## src/rtl/tone_pkg.sv

```systemverilog
// Shared constants and helpers for the tone mixer.
// Register map codes and sample saturation.
package tone_pkg;

  localparam logic [1:0] ADDR_PERIOD = 2'd0;
  localparam logic [1:0] ADDR_DUTY   = 2'd1;
  localparam logic [1:0] ADDR_AMP    = 2'd2;

  function automatic logic signed [63:0] sat_to_sample(
    input logic signed [63:0] sum,
    input int unsigned        sw = 24
  );
    logic signed [63:0] hi;
    logic signed [63:0] lo;
    hi = (64'sd1 <<< (sw - 1)) - 64'sd1;
    lo = -(64'sd1 <<< (sw - 1));
    if (sum > hi)
      return hi;
    else if (sum < lo)
      return lo;
    return sum;
  endfunction

endpackage

```

## src/rtl/tone_channel.sv

```systemverilog
// One pulse-wave channel: registers, period counter and
// signed +/-amp contribution.
module tone_channel
  import tone_pkg::*;
#(
  parameter int PERIOD_W = 16,
  parameter int AMP_W    = 16,
  parameter int SUM_W    = 27
) (
  input  logic                       clk,
  input  logic                       reset,
  input  logic                       we_period,
  input  logic                       we_duty,
  input  logic                       we_amp,
  input  logic [PERIOD_W-1:0]        data,
  output logic signed [SUM_W-1:0]    contrib
);

  logic [PERIOD_W-1:0] period;
  logic [PERIOD_W-1:0] duty;
  logic [AMP_W-1:0]    amp;
  logic [PERIOD_W-1:0] cnt;
  logic                silent;
  logic                high;
  logic signed [SUM_W-1:0] mag;

  assign silent = (period == '0);
  assign high   = (cnt < duty);
  assign mag    = $signed(SUM_W'(amp));

  always_ff @(posedge clk) begin
    if (reset) begin
      period <= '0;
      duty   <= '0;
      amp    <= '0;
      cnt    <= '0;
    end else begin
      if (we_period) period <= data;
      if (we_duty)   duty   <= data;
      if (we_amp)    amp    <= AMP_W'(data);
      // A period rewrite restarts the waveform at phase 0
      if (we_period || silent)
        cnt <= '0;
      else if (cnt >= period - PERIOD_W'(1))
        cnt <= '0;
      else
        cnt <= cnt + PERIOD_W'(1);
    end
  end

  always_comb begin
    contrib = '0;
    if (!silent)
      contrib = high ? mag : -mag;
  end

endmodule

```

## src/rtl/tone_mixer.sv

```systemverilog
// Multi-channel pulse tone generator with saturating mix
// and tick-driven output sample register.
module tone_mixer
  import tone_pkg::*;
#(
  parameter int CHANNELS = 4,
  parameter int SAMPLE_W = 24,
  parameter int PERIOD_W = 16,
  parameter int AMP_W    = 22,
  localparam int CH_W    = (CHANNELS > 1) ? $clog2(CHANNELS) : 1,
  localparam int SUM_W   = SAMPLE_W + $clog2(CHANNELS) + 1
) (
  input  logic                clk,
  input  logic                reset,
  input  logic                cfg_we,
  input  logic [CH_W-1:0]     cfg_ch,
  input  logic [1:0]          cfg_addr,
  input  logic [PERIOD_W-1:0] cfg_data,
  input  logic                sample_tick,
  output logic [SAMPLE_W-1:0] sample,
  output logic                sample_valid
);

  logic signed [SUM_W-1:0] contrib [CHANNELS];
  logic signed [SUM_W-1:0] mix;
  logic signed [63:0]      sat_full;
  logic                    sat_unused;

  logic wr_period;
  logic wr_duty;
  logic wr_amp;

  assign wr_period = cfg_we && (cfg_addr == ADDR_PERIOD);
  assign wr_duty   = cfg_we && (cfg_addr == ADDR_DUTY);
  assign wr_amp    = cfg_we && (cfg_addr == ADDR_AMP);

  for (genvar i = 0; i < CHANNELS; i++) begin : g_ch
    logic hit;
    assign hit = (32'(cfg_ch) == i);

    tone_channel #(
      .PERIOD_W (PERIOD_W),
      .AMP_W    (AMP_W),
      .SUM_W    (SUM_W)
    ) u_ch (
      .clk       (clk),
      .reset     (reset),
      .we_period (hit && wr_period),
      .we_duty   (hit && wr_duty),
      .we_amp    (hit && wr_amp),
      .data      (cfg_data),
      .contrib   (contrib[i])
    );
  end

  always_comb begin
    mix = '0;
    for (int i = 0; i < CHANNELS; i++)
      mix = mix + contrib[i];
  end

  assign sat_full   = sat_to_sample(64'(mix), SAMPLE_W);
  assign sat_unused = ^sat_full[63:SAMPLE_W];

  always_ff @(posedge clk) begin
    if (reset) begin
      sample       <= '0;
      sample_valid <= 1'b0;
    end else begin
      sample_valid <= sample_tick;
      if (sample_tick)
        sample <= sat_full[SAMPLE_W-1:0];
    end
  end

endmodule

```

## config.mk

```make
export PLATFORM = sky130hd
export DESIGN_NAME = tone_mixer
export DESIGN_NICKNAME = d
export VERILOG_FILES = /design/src/rtl/tone_pkg.sv /design/src/rtl/tone_channel.sv /design/src/rtl/tone_mixer.sv
export SDC_FILE = /design/constraint.sdc
export NUM_CORES = 1
export LEC_CHECK = 0
export ABC_AREA = 1
export ABC_CLOCK_PERIOD_IN_PS = 4980
export CORE_MARGIN = 2
export CORE_UTILIZATION = 58
export DETAILED_ROUTE_END_ITERATION = 10
export PLACE_DENSITY = 0.86
export SETUP_SLACK_MARGIN = 0.05
export SLEW_MARGIN = 10
export SYNTH_ARGS = -nofsm -noshare
export SYNTH_HDL_FRONTEND = slang
export SYNTH_HIERARCHICAL = 1
export SYNTH_SLANG_ARGS = --single-unit
```

## constraint.sdc

```tcl
create_clock -name clk -period 4.98 [get_ports clk]
set_input_delay 0.498 -clock clk [delete_from_list [all_inputs] [get_ports clk]]
set_output_delay 0.498 -clock clk [all_outputs]
set_load 0.01 [all_outputs]
```

Word-level counts from Yosys, hierarchy flattened
Cells that the tools add are included.
- bits in registers: 281
- output and inout port bits: 25
- word-level logic and storage cells: 90
- add/subtract/negate cells: 15
- order comparisons: 10
- equality and inequality tests: 5
- muxes and demuxes: 13
- reduce and logical (&&, ||, !) cells: 29
- operator list (cell ; number):
    2-to-1 mux 27 bit ; 8
    negation 16 -> 27 bit ; 4
    adder 27 bit ; 3
    2-to-1 mux 24 bit ; 3
    adder 16 x 1 -> 16 bit (second input constant) ; 4
    greater-or-equal comparator 16 bit ; 4
    logical NOT 16 bit ; 4
    less-than comparator 16 bit ; 4
    subtractor 16 x 1 -> 16 bit (second input constant) ; 4
    greater-than comparator 27 x 24 -> 1 bit (second input constant) ; 1
    less-than comparator 27 x 24 -> 1 bit (second input constant) ; 1
    logical AND 1 bit ; 15
    OR reduction 3 bit ; 4
    == test 2 bit (second input constant) ; 3
    == test 2 x 1 -> 1 bit (second input constant) ; 2
    logical NOT 2 bit ; 2
    logical OR 1 bit ; 4
    2-to-1 mux 1 bit ; 2

Depth between registers and ports, before layout
Gate-level depths: netlist of the first run.
- depth after elaboration: 10
- depth in mapped cells: 34
- depth with buffers taken out: 32

By module
Netlist of the first run, hierarchy kept.
- by module, submodules not included (module ; times used ; cells an instance ; area each (um2) ; seq. area each (um2)):
    tone_mixer ; 1 ; 669 ; 4508.1 ; 500.5
    tone_channel at g_ch[0].u_ch ; 1 ; 597 ; 4207.8 ; 1281.2
    tone_channel at g_ch[1].u_ch ; 1 ; 599 ; 4197.8 ; 1281.2
    tone_channel at g_ch[2].u_ch ; 1 ; 595 ; 4181.5 ; 1281.2
    tone_channel at g_ch[3].u_ch ; 1 ; 596 ; 4172.8 ; 1281.2

Worst setup path before layout of the first run
No wires, ideal clock.
- path kind: register -> register
- from: register g_ch[3].u_ch.duty[15]
- to: register sample[10]
- setup time: 0.122 ns
- data arrival time: 4.269 ns
- setup slack: 0.589 ns
- stages on the path, launching flop included: 29
- cell sequence: dfxtp_1 -> inv_1 -> ha_1 -> nand2_1 -> inv_1 -> nand3_1 -> nor3_1 -> nand2_4 -> buf_6 -> nand3_1 -> nand2_1 -> nor2_1 -> inv_1 -> fa_1 -> fa_1 -> inv_1 -> ha_1 -> fa_1 -> nand2_1 -> nand2_1 -> nand3_1 -> nand2_2 -> nand2_2 -> nand4_1 -> nand2_2 -> nand3_2 -> a21oi_4 -> buf_6 -> a21oi_2
- RTL lines (element ; RTL line ; source):
    start, declared ; tone_channel.sv:20 ; logic [PERIOD_W-1:0] duty;
    start signal, assigned ; tone_channel.sv:39 ; if (we_duty) duty <= data;
    end signal, assigned ; tone_mixer.sv:72 ; sample <= sat_full[SAMPLE_W-1:0];
    end, declared ; tone_mixer.sv:20 ; output logic [SAMPLE_W-1:0] sample,

==> metrics, run 1 <==
r2r setup slk=0.09 ns; cell area after synthesis=21300 um^2; 1st-pass router iterations=6; CP Buf/Inv Count=6; Setup crit start kind=register; endpoint type of the worst setup path=register; row cnt=70; power density cells=353 nW/um^2; relative slew slack=13.5%; Final Critical Period=4.89 ns; largest family of logic cells by synthesized area=simple AND/OR/NAND/NOR gates; clock edge transition at the registers on the reported setup and hold paths=0.06 ns; Seq/Total Area, Yosys=26.5%; vias per cell=5.49; capturing point of the worst reg2reg path=sample[21]; synth warn=6; Setup Crit Path Kind=register to register; Post-DRT Antenna Nets=0; Pins Over Slew Limit=0; area grow syn2layout=13.7%; wire per inst=16.3 um; EDFF count, synth=0; cell taking the most area after synthesis=dfxtp_1; Synth cell types=42; clk buf depth=3; CP max-delay cell=fa_1; Max-cap violations=0; ys async rst share=0%; I/O Buffers=48; depth of the most critical reg-to-reg path=30; Synth Flop Type=dfxtp_1; cells after synthesis=3056; worst r2r src=g_ch[1].u_ch/duty[7]; CTS tree=done; f_max=0.204 GHz; Hold Crit Start=reset; syn_nets=3298; die area=38200 um^2; mux share of post-synthesis cell area=0%; Core ar.=36300 um^2; fin area=24200 um^2; setup TNS=0 ns; worst-skew pair later-pin latency=0.58 ns; crit-path max cell delay=0.54 ns; cell count along the critical path=30; I/O pin count=49; outcome=finished, final reports clean; initial antenna violation count=0; Leak Pwr=11.2 nW; Min-Delay Endpoint=sample_valid; placed inst area=22100 um^2; CTS Sinks=281; Worst IR Drop VDD=0.308 mV; count leader, synth=nand2_1; xor/xnor share of the synthesized area=7.00%; Synth Area in Simple Gates=28.5%; number of global-route vias before repair=18900; DRC=0; initial core utilization=58.5%; ranking of synthesized cells by area=dfxtp_1 26%, ha_1 9.8%, nand2_1 9.5%; H-tree depth=1; setup violators final=0; crit share post-route=98.3%; die height=195 um; CP required=5.43 ns; Setup Skew=0.0172 ns; Vias=19700; DRT iter0 DRCs=1603; final WL=58.5 mm; Synth Area per Inst=6.96 um^2; Seq cells post-synth=281; share of layout cells above drive strength 1=12.1%; first-pass GRT wire length=93.0 mm; CP dominant cell by count=nand2_1; utilization after layout=66.6%; routability congestion estimate=0.982; worst slew pin tran=1.29 ns; largest net degree at the start of global routing=74; HPWL Detailed=41.7 mm; clock buffer count from CTS=31; Chip Width=195 um; critical path data arrival time=5.35 ns; nets=3346; GRT overflow=0; Pwr Total=8.53 mW; adder-cell share of the synthesized area=14.7%; worst hold stages=2; crit path max fanout=8; worst min-delay path class=primary input to register; final count of hold timing violations=0; Compound-Gate Fraction of Synth Area=11.4%; Commonest cells post-synth=536 x nand2_1, 530 x inv_1, 488 x nor2_1, 281 x dfxtp_1, 168 x a211oi_1; Inserted Diodes=0; Overall Global Routing Usage=29.7%; Crit path max-delay family=adder cells; clk root buf=clkbuf_16; Yosys top cell area share=26.5%
-- routing by layer --
metal  part of all wire (%)  routed length (um)  track usage (%)  vias up
met4                    4.5                2660             13.7        0
met2                     48               28000             51.0      589
met1                     42               24700             37.3     9193
li1                       -                   -                -     9787
met5                      0                   0                0        -
met3                    5.4                3130             3.32      158
-- through the flow --
| step | hold slack (ns) | std cells | setup slack (ns) |
|---|---|---|---|
| finish | 0.366 | 3596 | 0.0852 |
| global placement | 0.449 | 3511 | 0.202 |
| CTS | 0.371 | 3570 | 0.0742 |
| floorplan | 0.441 | 3056 | 0.589 |
| detailed placement | 0.460 | 3511 | 0.0506 |
| global route | 0.407 | 3596 | -0.0877 |
-- sequential cells by signal, summed over array words and instances, names as in the netlist --
register          count
g_ch.u_ch/period     64
sample_valid          1
g_ch.u_ch/amp        64
g_ch.u_ch/duty       64
g_ch.u_ch/cnt        64
sample               24
-- worst max path at each step --
stage                     startpoint    endpoint  slack [ns]
2_1_floorplan  g_ch[3].u_ch/duty[15]  sample[10]        0.59
3_3_place_gp    g_ch[2].u_ch/duty[5]  sample[21]        0.20
3_5_place_dp    g_ch[2].u_ch/duty[5]  sample[20]        0.05
4_1_cts         g_ch[2].u_ch/duty[5]  sample[20]        0.07
5_1_grt         g_ch[1].u_ch/duty[7]  sample[21]       -0.09
6_report        g_ch[1].u_ch/duty[7]  sample[21]        0.09
-- layout by cell type, fill, tap and decap left out, types with 5 or more instances in the layout --
master and n:
clkinv_2 10, nor2_2 48, buf_4 45, fa_1 51, bufinv_16 6, xor2_1 132, nand3_2 17, dfxtp_2 9
o21ai_0 41, nor2_4 11, dfxtp_1 272, xnor2_1 38, inv_1 525, ha_4 23, nand2_8 5, nor3_2 9
nand2_2 66, nand2_1 504, clkdlybuf4s50_1 47, nand3b_1 5, clkbuf_16 34, nor3_1 42, clkbuf_8 6, inv_2 15
a21oi_2 31, nor2_1 466, nand3_1 154, nand2_4 10, nand4_1 35, a21oi_4 7, a21oi_1 103, a211oi_1 168
ha_1 142
-- cell families (layout without fill, tap and decap cells) --
group                      Yosys count  after routing
AOI/OAI and AO/OA                  370            370
xor gates and xnor gates           170            170
adders and majority gates          218            218
buffers and inverters              632            702
DFF                                281            281
and+or+nand+nor                   1385           1387
-- report_power, final --
group	switching (mW)	total [mW]	internal [mW]
clock network	0.977	2.51	1.53
logic	2.20	3.61	1.41
registers	0.0586	2.41	2.35
-- area by class of cell --
class / instances / area, um^2
multi-input cells: 2145 / 13800
fillers: 2894 / 12200
flip-flops and latches: 281 / 5640
inverters: 540 / 2030
repair buffers: 105 / 1040
clock buffers: 37 / 858
well taps: 468 / 586
clock inverters: 20 / 263
-- what timing repair did --
action | in CTS | in global routing
setup buffers | 0 | 22
pin swaps | 2 | 51
setup endpoints to repair | 12 | 24
gates resized for setup | 3 | 160
hold buffers | 0 | 0
gates cloned | 2 | 4
(Power assumes the default switching activity.)
==> run 2, diff against run 1 <==
--- a/config.mk
+++ b/config.mk
@@ -6,13 +6,12 @@
 export NUM_CORES = 1
 export LEC_CHECK = 0
 export ABC_AREA = 1
-export ABC_CLOCK_PERIOD_IN_PS = 4980
+export ABC_CLOCK_PERIOD_IN_PS = 5420
 export CORE_MARGIN = 2
 export CORE_UTILIZATION = 58
 export DETAILED_ROUTE_END_ITERATION = 10
 export PLACE_DENSITY = 0.86
 export SETUP_SLACK_MARGIN = 0.05
-export SLEW_MARGIN = 10
 export SYNTH_ARGS = -nofsm -noshare
 export SYNTH_HDL_FRONTEND = slang
 export SYNTH_HIERARCHICAL = 1
==> constraint.sdc (replaced) <==
create_clock -name clk -period 5.42 [get_ports clk]
set_input_delay 0.542 -clock clk [delete_from_list [all_inputs] [get_ports clk]]
set_output_delay 0.542 -clock clk [all_outputs]
set_load 0.01 [all_outputs]
==> metrics, run 2 (synthesis results as in run 1) <==
vias per cell=5.47 (was 5.49); Inserted Diodes=0 (unchanged); most frequent cells in the layout=536 x nand2_1, 530 x inv_1, 488 x nor2_1 (was 525 x inv_1, 504 x nand2_1, 466 x nor2_1); HPWL Detailed=41.7 mm (about the same); CTS tree=done (unchanged); area grow syn2layout=8.81% (was 13.7%); setup slack at placement=0.411 ns (was 0.0506 ns); CTS Sinks=281 (unchanged); routability congestion estimate=0.971 (was 0.982); Chip Width=195 um (unchanged); clock edge transition at the registers on the reported setup and hold paths=0.06 ns (about the same); I/O Buffers=48 (unchanged); first-pass GRT wire length=92.9 mm (was 93.0 mm); Final Critical Period=5.04 ns (was 4.89 ns); DRC=0 (unchanged); initial antenna violation count=0 (unchanged); clock buffer count from CTS=34 (was 31); utilization after layout=63.7% (was 66.6%); final WL=56.5 mm (was 58.5 mm); critical path data arrival time=5.45 ns (was 5.35 ns); Pins Over Slew Limit=0 (unchanged); initial core utilization=58.5% (unchanged); DR WL met3=3.13 mm (about the same); Setup crit start kind=register (unchanged); Max-cap violations=0 (unchanged); die area=38200 um^2 (unchanged); worst slew pin tran=1.17 ns (was 1.29 ns); capturing point of the worst reg2reg path=sample[22] (was sample[21]); r2r setup slk=0.38 ns (was 0.09 ns); Setup Crit Path Kind=register to register (unchanged); endpoint type of the worst setup path=register (unchanged); nets=3300 (was 3346); number of global-route vias before repair=18800 (was 18900); die height=195 um (unchanged); setup TNS=0 ns (unchanged); crit-path max cell delay=0.52 ns (was 0.54 ns); f_max=0.198 GHz (was 0.204 GHz); DRT iter0 DRCs=1509 (was 1603); top routing layer in use=met4 (unchanged); GRT overflow=0 (unchanged); Overall Global Routing Usage=29.9% (was 29.7%); H-tree depth=2 (was 1); worst min-delay path class=register to register (was primary input to register); clk root buf=clkbuf_16 (unchanged); largest net degree at the start of global routing=96 (was 74); Setup WS post-layout=0.382 ns (was 0.0852 ns); Crit path max-delay family=adder cells (unchanged); 1st-pass router iterations=8 (was 6); worst r2r src=g_ch[2].u_ch/cnt[5] (was g_ch[1].u_ch/duty[7]); Hold Buf Count CTS=0 (unchanged); Setup Skew=0.0166 ns (was 0.0172 ns); wire per inst=15.9 um (was 16.3 um); met2 wire len=27.1 mm (was 28.0 mm); M1 WL=24.0 mm (was 24.7 mm); Leak Pwr=10.9 nW (was 11.2 nW); row cnt=70 (unchanged); setup violators final=0 (unchanged); Vias=19400 (was 19700); share of layout cells above drive strength 1=6.98% (was 12.1%); Worst IR Drop VDD=0.260 mV (was 0.308 mV); CP Buf/Inv Count=4 (was 6); I/O pin count=49 (unchanged); Core ar.=36300 um^2 (unchanged); CP max-delay cell=fa_1 (unchanged); clk buf depth=3 (unchanged); Post-DRT Antenna Nets=0 (unchanged); cell count along the critical path=25 (was 30); CP required=5.83 ns (was 5.43 ns); most common cell after layout, fill and taps aside=nand2_1 (was inv_1); depth of the most critical reg-to-reg path=25 (was 30); worst-skew pair later-pin latency=0.55 ns (was 0.58 ns); outcome=finished, final reports clean (unchanged); RSZ-0062 raised after global routing=false; CP startpoint=g_ch[2].u_ch/cnt[5] (was g_ch[1].u_ch/duty[7]); power density cells=321 nW/um^2 (was 353 nW/um^2); crit path max fanout=23 (was 8); final count of hold timing violations=0 (unchanged); relative slew slack=22.0% (was 13.5%); CP endpoint=sample[22] (was sample[21]); crit share post-route=93.0% (was 98.3%)
==> run 2: cell count changes in the layout (fill, tap and decap cells not counted), sizes merged <==
| cell | change |
|---|---|
| clkinvlp | -2 |
| inv | +1 |
| bufinv | +2 |
| buf | -44 |
| nand2 | -2 |
| clkbuf | -2 |
| clkinv | +1 |
==> run 2: repair_timing <==
| action | in CTS | in global routing |
|---|---|---|
| buffers inserted | 0 | 0 |
| gates resized for setup | 0 | 2 |
| endpoints found under the setup margin | 0 | 23 |
==> run 2: worst min-delay path by stage <==
stage	start	end	slack, ns	cells after the start
floorplan	g_ch[0].u_ch/duty[0]	g_ch[0].u_ch/duty[0]	0.44	2
global placement	g_ch[3].u_ch/duty[0]	g_ch[3].u_ch/duty[0]	0.45	2
detailed placement	g_ch[1].u_ch/duty[15]	g_ch[1].u_ch/duty[15]	0.47	2
CTS	g_ch[1].u_ch/duty[15]	g_ch[1].u_ch/duty[15]	0.48	2
global route	g_ch[3].u_ch/duty[7]	g_ch[3].u_ch/duty[7]	0.49	2
finish	g_ch[1].u_ch/duty[8]	g_ch[1].u_ch/duty[8]	0.47	2
==> run 2: report_power, final <==
part / leakage, nW / internal, mW / switching [mW] / total [mW]
logic: 7.98 / 0.966 / 1.72 / 2.69
registers: 2.28 / 2.16 / 0.0549 / 2.22
clock network: 0.610 / 1.57 / 0.944 / 2.52
==> run 2: layout make-up <==
type,instances,area [um^2]
sequential,281,5630
fill,3134,13200
inverter,540,2030
timing repair buffer,58,569
tap,468,586
multi-input combinational,2143,13100
clock buffer,38,886
clock inverter,22,343
==> run 2: metal layers <==
layer / vias to the layer above / track usage (%)
li1: 9687 / -
met4: 0 / 13.3
met1: 8994 / 36.9
met5: - / 0
met3: 133 / 3.71
met2: 597 / 52.4
==> run 2: worst min-delay path, cell delays in order (launching register included) <==
cell and delay [ns]:
dfxtp_1 0.30, inv_1 0.06, a211oi_1 0.06
==> run 2: per-stage QoR <==
stage	power [mW]	instance area (um^2)	instances	hold slack (ns)
floorplan	4.30	21300	3056	0.441
global placement	4.85	21900	3490	0.453
detailed placement	4.91	21900	3490	0.465
CTS	7.45	23100	3550	0.477
global route	7.87	23100	3550	0.489
finish	7.42	23100	3550	0.473
